File: src/rtl/uart_rx_pkg.sv
// ---------------------------------------------------------------------------
// uart_rx_pkg
// Shared definitions for the UART receive controller:
//   - state encoding of the receive FSM
//   - sample-point offset from the middle of a bit
//   - default oversampling ratio and its legal range
//   - legal_prescale(): maps an illegal ratio onto the default
// ---------------------------------------------------------------------------
package uart_rx_pkg;

   typedef logic [2:0] state_t;

   localparam state_t IDLE   = 3'd0;
   localparam state_t START  = 3'd1;
   localparam state_t DATA   = 3'd2;
   localparam state_t PARITY = 3'd3;
   localparam state_t STOP   = 3'd4;

   // The sampler's majority vote settles two oversample ticks after mid-bit.
   localparam int SP_OFFSET = 2;

   localparam int PRESCALE_DEF = 8;
   localparam int PRESCALE_MIN = 8;
   localparam int PRESCALE_MAX = 32;

   // Odd or out-of-range ratios fall back to the default.
   function automatic int legal_prescale(input int p);
      if ((p % 2 == 0) && (p >= PRESCALE_MIN) && (p <= PRESCALE_MAX))
         return p;
      return PRESCALE_DEF;
   endfunction

endpackage

File: src/rtl/uart_rx_ctrl_if.sv
// ---------------------------------------------------------------------------
// uart_rx_ctrl_if
// Strobe/error bundle between the RX controller and its helper blocks
// (sampler, deserializer, start/parity/stop checkers) plus the frame-level
// result strobes.
//   master (controller): drives enables and data_valid/frm_err,
//                        receives the registered error pulses.
//   slave  (helpers)   : the reverse.
// ---------------------------------------------------------------------------
interface uart_rx_ctrl_if;

   logic dat_samp_en;
   logic strt_chk_en;
   logic deser_en;
   logic par_chk_en;
   logic stp_chk_en;
   logic strt_glitch;
   logic par_err;
   logic stp_err;
   logic data_valid;
   logic frm_err;

   modport master (
      output dat_samp_en, strt_chk_en, deser_en, par_chk_en, stp_chk_en,
      output data_valid, frm_err,
      input  strt_glitch, par_err, stp_err
   );

   modport slave (
      input  dat_samp_en, strt_chk_en, deser_en, par_chk_en, stp_chk_en,
      input  data_valid, frm_err,
      output strt_glitch, par_err, stp_err
   );

endinterface

File: src/rtl/uart_edge_bit_cnt.sv
// ---------------------------------------------------------------------------
// uart_edge_bit_cnt
// Oversample (edge) counter and bit counter for the RX controller.
//   clk, rst  : clock, asynchronous active-low reset
//   en        : advance edge_cnt by one
//   clr       : synchronous clear of both counters (wins over en)
//   p_lat     : latched oversampling ratio; edge_cnt wraps at p_lat-1
//   edge_cnt  : oversample index within the current bit
//   bit_cnt   : bit index, increments on each edge_cnt wrap
//   wrap      : high on the last oversample tick of a bit
// ---------------------------------------------------------------------------
module uart_edge_bit_cnt #(
   parameter int PRESCALE_W = 6,
   parameter int BIT_CNT_W  = 4
) (
   input  logic                  clk,
   input  logic                  rst,
   input  logic                  en,
   input  logic                  clr,
   input  logic [PRESCALE_W-1:0] p_lat,
   output logic [PRESCALE_W-1:0] edge_cnt,
   output logic [BIT_CNT_W-1:0]  bit_cnt,
   output logic                  wrap
);

   assign wrap = (edge_cnt == p_lat - PRESCALE_W'(1));

   always_ff @(posedge clk or negedge rst) begin
      if (!rst) begin
         edge_cnt <= '0;
         bit_cnt  <= '0;
      end else if (clr) begin
         edge_cnt <= '0;
         bit_cnt  <= '0;
      end else if (en) begin
         if (wrap) begin
            edge_cnt <= '0;
            bit_cnt  <= bit_cnt + BIT_CNT_W'(1);
         end else begin
            edge_cnt <= edge_cnt + PRESCALE_W'(1);
         end
      end
   end

endmodule

File: src/rtl/uart_rx_ctrl.sv
// ---------------------------------------------------------------------------
// uart_rx_ctrl
// Sequencing FSM for the UART receive path.
//   clk, rst  : oversampled clock, asynchronous active-low reset
//   rx_in     : synchronised serial line, idle high
//   prescale  : oversampling ratio, latched at frame start
//   par_en    : parity bit present, latched at frame start
//   edge_cnt  : oversample index within the current bit
//   bit_cnt   : 0 = start, 1..DATA_WIDTH = data, then parity, then stop
//   busy      : FSM not in IDLE
//   bus       : helper enables, their error pulses, data_valid / frm_err
// ---------------------------------------------------------------------------
module uart_rx_ctrl
   import uart_rx_pkg::*;
#(
   parameter int DATA_WIDTH = 8,
   parameter int PRESCALE_W = 6,
   parameter int BIT_CNT_W  = 4
) (
   input  logic                  clk,
   input  logic                  rst,
   input  logic                  rx_in,
   input  logic [PRESCALE_W-1:0] prescale,
   input  logic                  par_en,
   output logic [PRESCALE_W-1:0] edge_cnt,
   output logic [BIT_CNT_W-1:0]  bit_cnt,
   output logic                  busy,
   uart_rx_ctrl_if.master        bus
);

   state_t                state, state_nxt;
   logic [PRESCALE_W-1:0] p_lat;
   logic [PRESCALE_W-1:0] sp;
   logic                  par_lat;
   logic                  glitch_f, err_f;
   logic                  last, cap;
   logic                  glitch_now, err_now;
   logic                  latch_cfg, cnt_en, cnt_clr;
   logic                  samp_en, strt_en, des_en, parc_en, stpc_en, dv, fe;

   assign sp  = (p_lat >> 1) + PRESCALE_W'(SP_OFFSET);
   assign cap = (edge_cnt == sp + PRESCALE_W'(1));

   // With the smallest ratio the capture tick coincides with the last tick
   // of the bit, so the decision must also see the error pulse arriving now.
   assign glitch_now = glitch_f | (cap & bus.strt_glitch);
   assign err_now    = err_f    | (cap & bus.stp_err);

   assign latch_cfg = ~rx_in & ((state == IDLE) | ((state == STOP) & last));
   assign cnt_en    = (state != IDLE);
   assign cnt_clr   = (state == IDLE) |
                      (last & ((state == STOP) | ((state == START) & glitch_now)));

   uart_edge_bit_cnt #(
      .PRESCALE_W (PRESCALE_W),
      .BIT_CNT_W  (BIT_CNT_W)
   ) u_cnt (
      .clk      (clk),
      .rst      (rst),
      .en       (cnt_en),
      .clr      (cnt_clr),
      .p_lat    (p_lat),
      .edge_cnt (edge_cnt),
      .bit_cnt  (bit_cnt),
      .wrap     (last)
   );

   // Frame configuration, frozen for the whole frame.
   always_ff @(posedge clk or negedge rst) begin
      if (!rst) begin
         p_lat   <= '0;
         par_lat <= 1'b0;
      end else if (latch_cfg) begin
         p_lat   <= PRESCALE_W'(legal_prescale(int'(prescale)));
         par_lat <= par_en;
      end
   end

   // Sticky error flags, loaded only on the tick after each check strobe.
   always_ff @(posedge clk or negedge rst) begin
      if (!rst) begin
         glitch_f <= 1'b0;
         err_f    <= 1'b0;
      end else if (cnt_clr) begin
         glitch_f <= 1'b0;
         err_f    <= 1'b0;
      end else if (cap) begin
         glitch_f <= glitch_f | ((state == START) & bus.strt_glitch);
         err_f    <= err_f | ((state == PARITY) & bus.par_err)
                           | ((state == STOP)   & bus.stp_err);
      end
   end

   always_ff @(posedge clk or negedge rst) begin
      if (!rst) state <= IDLE;
      else      state <= state_nxt;
   end

   always_comb begin
      state_nxt = state;
      case (state)
         IDLE:    if (!rx_in) state_nxt = START;
         START:   if (last) state_nxt = glitch_now ? IDLE : DATA;
         DATA:    if (last && (bit_cnt == BIT_CNT_W'(DATA_WIDTH)))
                     state_nxt = par_lat ? PARITY : STOP;
         PARITY:  if (last) state_nxt = STOP;
         STOP:    if (last) state_nxt = rx_in ? IDLE : START;
         default: state_nxt = IDLE;
      endcase
   end

   always_comb begin
      samp_en = (state != IDLE);
      strt_en = (state == START)  && (edge_cnt == sp);
      des_en  = (state == DATA)   && (edge_cnt == sp);
      parc_en = (state == PARITY) && (edge_cnt == sp);
      stpc_en = (state == STOP)   && (edge_cnt == sp);
      dv      = (state == STOP) && last && !err_now;
      fe      = (state == STOP) && last &&  err_now;
   end

   assign busy            = samp_en;
   assign bus.dat_samp_en = samp_en;
   assign bus.strt_chk_en = strt_en;
   assign bus.deser_en    = des_en;
   assign bus.par_chk_en  = parc_en;
   assign bus.stp_chk_en  = stpc_en;
   assign bus.data_valid  = dv;
   assign bus.frm_err     = fe;

endmodule

File: src/flat_wrapper.sv
// flat-port wrapper written by rule: the top's interface ports become plain ports
module uart_rx_ctrl_flat import uart_rx_pkg::*;
#(
   parameter int DATA_WIDTH = 8,
   parameter int PRESCALE_W = 6,
   parameter int BIT_CNT_W  = 4
)
  (clk, rst, rx_in, prescale, par_en, edge_cnt, bit_cnt, busy, bus_dat_samp_en, bus_strt_chk_en, bus_deser_en, bus_par_chk_en, bus_stp_chk_en, bus_data_valid, bus_frm_err, bus_strt_glitch, bus_par_err, bus_stp_err);
  uart_rx_ctrl_if bus_i ();
  input  logic clk;
  input  logic rst;
  input  logic rx_in;
  input  logic [PRESCALE_W-1:0] prescale;
  input  logic par_en;
  output logic [PRESCALE_W-1:0] edge_cnt;
  output logic [BIT_CNT_W-1:0] bit_cnt;
  output logic busy;
  output wire logic [$bits(bus_i.dat_samp_en)-1:0] bus_dat_samp_en;
  output wire logic [$bits(bus_i.strt_chk_en)-1:0] bus_strt_chk_en;
  output wire logic [$bits(bus_i.deser_en)-1:0] bus_deser_en;
  output wire logic [$bits(bus_i.par_chk_en)-1:0] bus_par_chk_en;
  output wire logic [$bits(bus_i.stp_chk_en)-1:0] bus_stp_chk_en;
  output wire logic [$bits(bus_i.data_valid)-1:0] bus_data_valid;
  output wire logic [$bits(bus_i.frm_err)-1:0] bus_frm_err;
  input wire logic [$bits(bus_i.strt_glitch)-1:0] bus_strt_glitch;
  input wire logic [$bits(bus_i.par_err)-1:0] bus_par_err;
  input wire logic [$bits(bus_i.stp_err)-1:0] bus_stp_err;
  assign bus_dat_samp_en = bus_i.dat_samp_en;
  assign bus_strt_chk_en = bus_i.strt_chk_en;
  assign bus_deser_en = bus_i.deser_en;
  assign bus_par_chk_en = bus_i.par_chk_en;
  assign bus_stp_chk_en = bus_i.stp_chk_en;
  assign bus_data_valid = bus_i.data_valid;
  assign bus_frm_err = bus_i.frm_err;
  assign bus_i.strt_glitch = bus_strt_glitch;
  assign bus_i.par_err = bus_par_err;
  assign bus_i.stp_err = bus_stp_err;
  uart_rx_ctrl #(.DATA_WIDTH(DATA_WIDTH), .PRESCALE_W(PRESCALE_W), .BIT_CNT_W(BIT_CNT_W)) u_core (.clk(clk), .rst(rst), .rx_in(rx_in), .prescale(prescale), .par_en(par_en), .edge_cnt(edge_cnt), .bit_cnt(bit_cnt), .busy(busy), .bus(bus_i));
endmodule
File: config.mk
export PLATFORM = sky130hd
export DESIGN_NAME = uart_rx_ctrl_flat
export DESIGN_NICKNAME = d
export VERILOG_FILES = /design/src/rtl/uart_rx_pkg.sv /design/src/rtl/uart_rx_ctrl_if.sv /design/src/rtl/uart_edge_bit_cnt.sv /design/src/rtl/uart_rx_ctrl.sv /design/src/flat_wrapper.sv
export SDC_FILE = /design/constraint.sdc
export NUM_CORES = 1
export LEC_CHECK = 0
export ABC_AREA = 1
export CAP_MARGIN = 0
export CORE_UTILIZATION = 35
export DETAILED_ROUTE_END_ITERATION = 8
export DONT_BUFFER_PORTS = 1
export HOLD_SLACK_MARGIN = 0.03
export MAX_ROUTING_LAYER = met4
export PLACE_DENSITY = 0.49
export SYNTH_ARGS = -nofsm -noshare
export SYNTH_HDL_FRONTEND = slang
export SYNTH_SLANG_ARGS = --single-unit
File: constraint.sdc
create_clock -name clk -period 1.8 [get_ports clk]
set_input_delay 0 -clock clk [delete_from_list [all_inputs] [get_ports clk]]
set_output_delay 0 -clock clk [all_outputs]
set_load 0.02 [all_outputs]
==> metrics.txt <==
run status finished with violations; violated checks setup timing; post-place setup slack -0.0922 ns; internal power 0.667 mW; initial antenna violation count 0; All-Layer GR Usage 19.6%; Num CTS Buffers 3; routed wire length roughly 4.7 mm; final cell count without fillers 370; Post-Synthesis Cells 260; total power 0.862 mW; Placer Congestion 0.819; worst-case clock skew between 0.005 and 0.006 ns; synthesized netlist net count 282; drt first-iter violations 106; Bufs on Longest Clock Path 2; Seq pwr share between 50% and 60%; layer with the highest usage met2; CP endpoint kind output pin; first-pass GRT wire length 7.61 mm; Ant. Diodes 0; share of Yosys cell area claimed by the top area cell type 31.7%; post-synth design cell area 1730 um^2; share of the yosys chip area belonging to registers a little under a third; worst path required time approximately 1.8 ns; HP Class input pin to flip-flop; count of final hold-check violations 0; Critical Setup Path Class flip-flop to output pin; total die area 5240 um^2; global-route congestion overflow total 0; number of global-route vias before repair 1639; detail-routed via count per cell between 4 and 5; first-pass iteration count of the detailed router 4; number of setup violations in the final report 28; proportion of layout cells with a drive suffix above 1 31.0%; Tcrit/Tclk final 113%; boundary pin count 31; total via count in the routed design 1755; peak ir drop on the vdd network between 200 and 300 uV; critical path arrival 2.03 ns; Synth Register Bits 22; Port Buffer Count 0; minimum setup slack in the final design -0.227 ns; total leakage power 1.21 nW; cell at the root of the clock tree clkbuf_8; initial core utilization 36.5%; signed area change from the synthesized netlist to the final layout 43.1%; Critical Path Fanout Max 2; Power Dens Cells 347 nW/um^2; clock insertion delay at the later pin of the skew report 0.27 ns; final count of pins violating max slew 0; count of max-cap constraint violations 0; fillers 460; switching part of the total 22.6%; maximum achievable frequency 493 MHz; kind of start point of the critical path flip-flop; Unique masters post-synth 24; die extent in x 72.4 um; slew margin rel. 30.8%; Net Switching 0.194 mW; cell taking the most area after synthesis dfrtp_1; Post-synth top cells nand2_1 (69), inv_1 (39), nor2_1 (30); met1 Usage GRT 27.4%; share of flip-flops with an asynchronous set or reset after synthesis 100%; CTS tree done; Clock Power Share 36.9%; count of synthesis-stage warnings from yosys 0; global-route met2 utilization between 20% and 30%; Total Negative Setup Slacks -2.93 ns; die span in y 72.4 um; post-layout minimum cycle time 2.03 ns; CTS Sinks 22; cells taking the most area after synthesis dfrtp_1 (32%), nand2_1 (15%), inv_1 (8.4%), nand3_1 (7.8%), ha_1 (6.5%); most used flip-flop cell after synthesis dfrtp_1; post-route DRC violation count 0; placeable core region around 4800 um^2; H-Tree Level Count 1; syn_area_per_cell 6.67 um^2; HPWL after DPL 3.46 mm; pin count of the biggest net entering global routing 23; number of nets with antenna violations after routing 0; number of nets in the finished design approximately 330; number of synthesized flops with an enable pin 0; unrepaired setup endpoints after global routing yes; most common cell in the netlist nand2_1; Hold Worst Slack 0.0768 ns; Worst-path clk slew 0.08 ns; slew at the pin with the worst max-slew slack 1.03 ns; num rows 25; combinational share of power 5.7%; met3 Usage GRT 2.36%; Cell Count Post-Placement 347; post-DR wirelength/cell 12.6 um
[kinds of logic (layout without fill, tap and decap cells)]
group	count (synthesis)	count (layout)	share of synthesized area, %
and+or+nand+nor	150	150	38.9
AOI/OAI and AO/OA	20	20	6.21
xor gates and xnor gates	10	10	5.05
DFF	22	22	31.7
adders and majority gates	9	9	6.49
buffers and inverters	49	92	11.6
[metal layers]
metal	share of wire, %	routed length (um)
met5	0	0
met4	1.6	74
met3	3.0	141
met2	46	2150
met1	49	2290
[layout by cell type (no fill, tap or decap), drive strengths merged]
| master | synthesis | routed |
|---|---|---|
| o21ai | 13 | 13 |
| nor3 | 1 | 1 |
| dlygate4sd3 | 0 | 12 |
| nand3 | 28 | 28 |
| o2bb2ai | 1 | 1 |
| clkinv | 1 | 1 |
| nand4 | 8 | 8 |
| a31oi | 1 | 1 |
| ha | 9 | 9 |
| dfrtp | 22 | 22 |
| a211oi | 1 | 1 |
| xnor2 | 3 | 3 |
| a21oi | 4 | 4 |
| buf | 3 | 32 |
| nand2 | 78 | 78 |
| inv | 44 | 44 |
| xor2 | 7 | 7 |
| nor2 | 35 | 35 |
| clkbuf | 1 | 3 |
[worst max-delay path: stages (launching register included)]
cell and delay [ns]:
dfrtp_1 0.37, inv_2 0.08, buf_12 0.13, ha_4 0.25, xor2_1 0.13, nand3_1 0.13
nor2_4 0.17, nand3_2 0.10, buf_4 0.16, a21oi_2 0.09, buf_4 0.14
[sequential cells by signal, summed over array words and instances, names as in the netlist]
signal / count
u_core.err_f: 1
u_core.state: 3
u_core.u_cnt.edge_cnt: 6
u_core.par_lat: 1
u_core.p_lat: 6
u_core.u_cnt.bit_cnt: 4
u_core.glitch_f: 1
[power by group through the flow]
stage               Clock [mW]  Sequential (mW)  Combinational (mW)
finish                   0.318            0.495              0.0487
global route             0.345            0.495              0.0551
CTS                      0.322            0.495              0.0451
detailed placement           0            0.505              0.0149
global placement             0            0.505              0.0150
floorplan                    0            0.505              0.0125
[cell type report]
| cell class | count | area (um^2) | area share (%) |
|---|---|---|---|
| Multi-Input combinational cell | 189 | 1210 | 48.9 |
| Sequential cell | 22 | 552 | 22.2 |
| Timing Repair Buffer | 44 | 399 | 16.1 |
| Inverter | 45 | 191 | 7.72 |
| Tap cell | 67 | 83.8 | 3.38 |
| Clock buffer | 3 | 41.3 | 1.66 |
[path summary, 6_finish.rpt]
| path | from | cells after the start | slack (ns) | to |
|---|---|---|---|---|
| min in group asynchronous | rst | 1 | 0.35 | u_core.state[1] |
| max in group asynchronous | rst | 1 | 0.74 | u_core.p_lat[2] |
| min | bus_strt_glitch | 5 | 0.08 | u_core.state[1] |
| min reg2reg | u_core.par_lat | 2 | 0.57 | u_core.par_lat |
| max | u_core.p_lat[1] | 10 | -0.23 | bus_frm_err |
| max reg2reg | u_core.p_lat[1] | 13 | -0.15 | u_core.p_lat[3] |
[timing repair]
item | 4_1_cts | 5_1_grt
setup buffers | 6 | 2
pin swaps | 13 | 13
hold buffers | 11 | 1
gates resized for setup | 32 | 41
hold endpoints to repair | 29 | 2
endpoints found under the setup margin | 18 | 28
[through the flow]
step | util, % | instance area, um^2
floorplan | - | 1750
global placement | 41.7 | 1980
detailed placement | 41.7 | 1980
CTS | 48.6 | 2310
global route | 52.2 | 2480
finish | 52.2 | 2480
(Power assumes the default switching activity.)
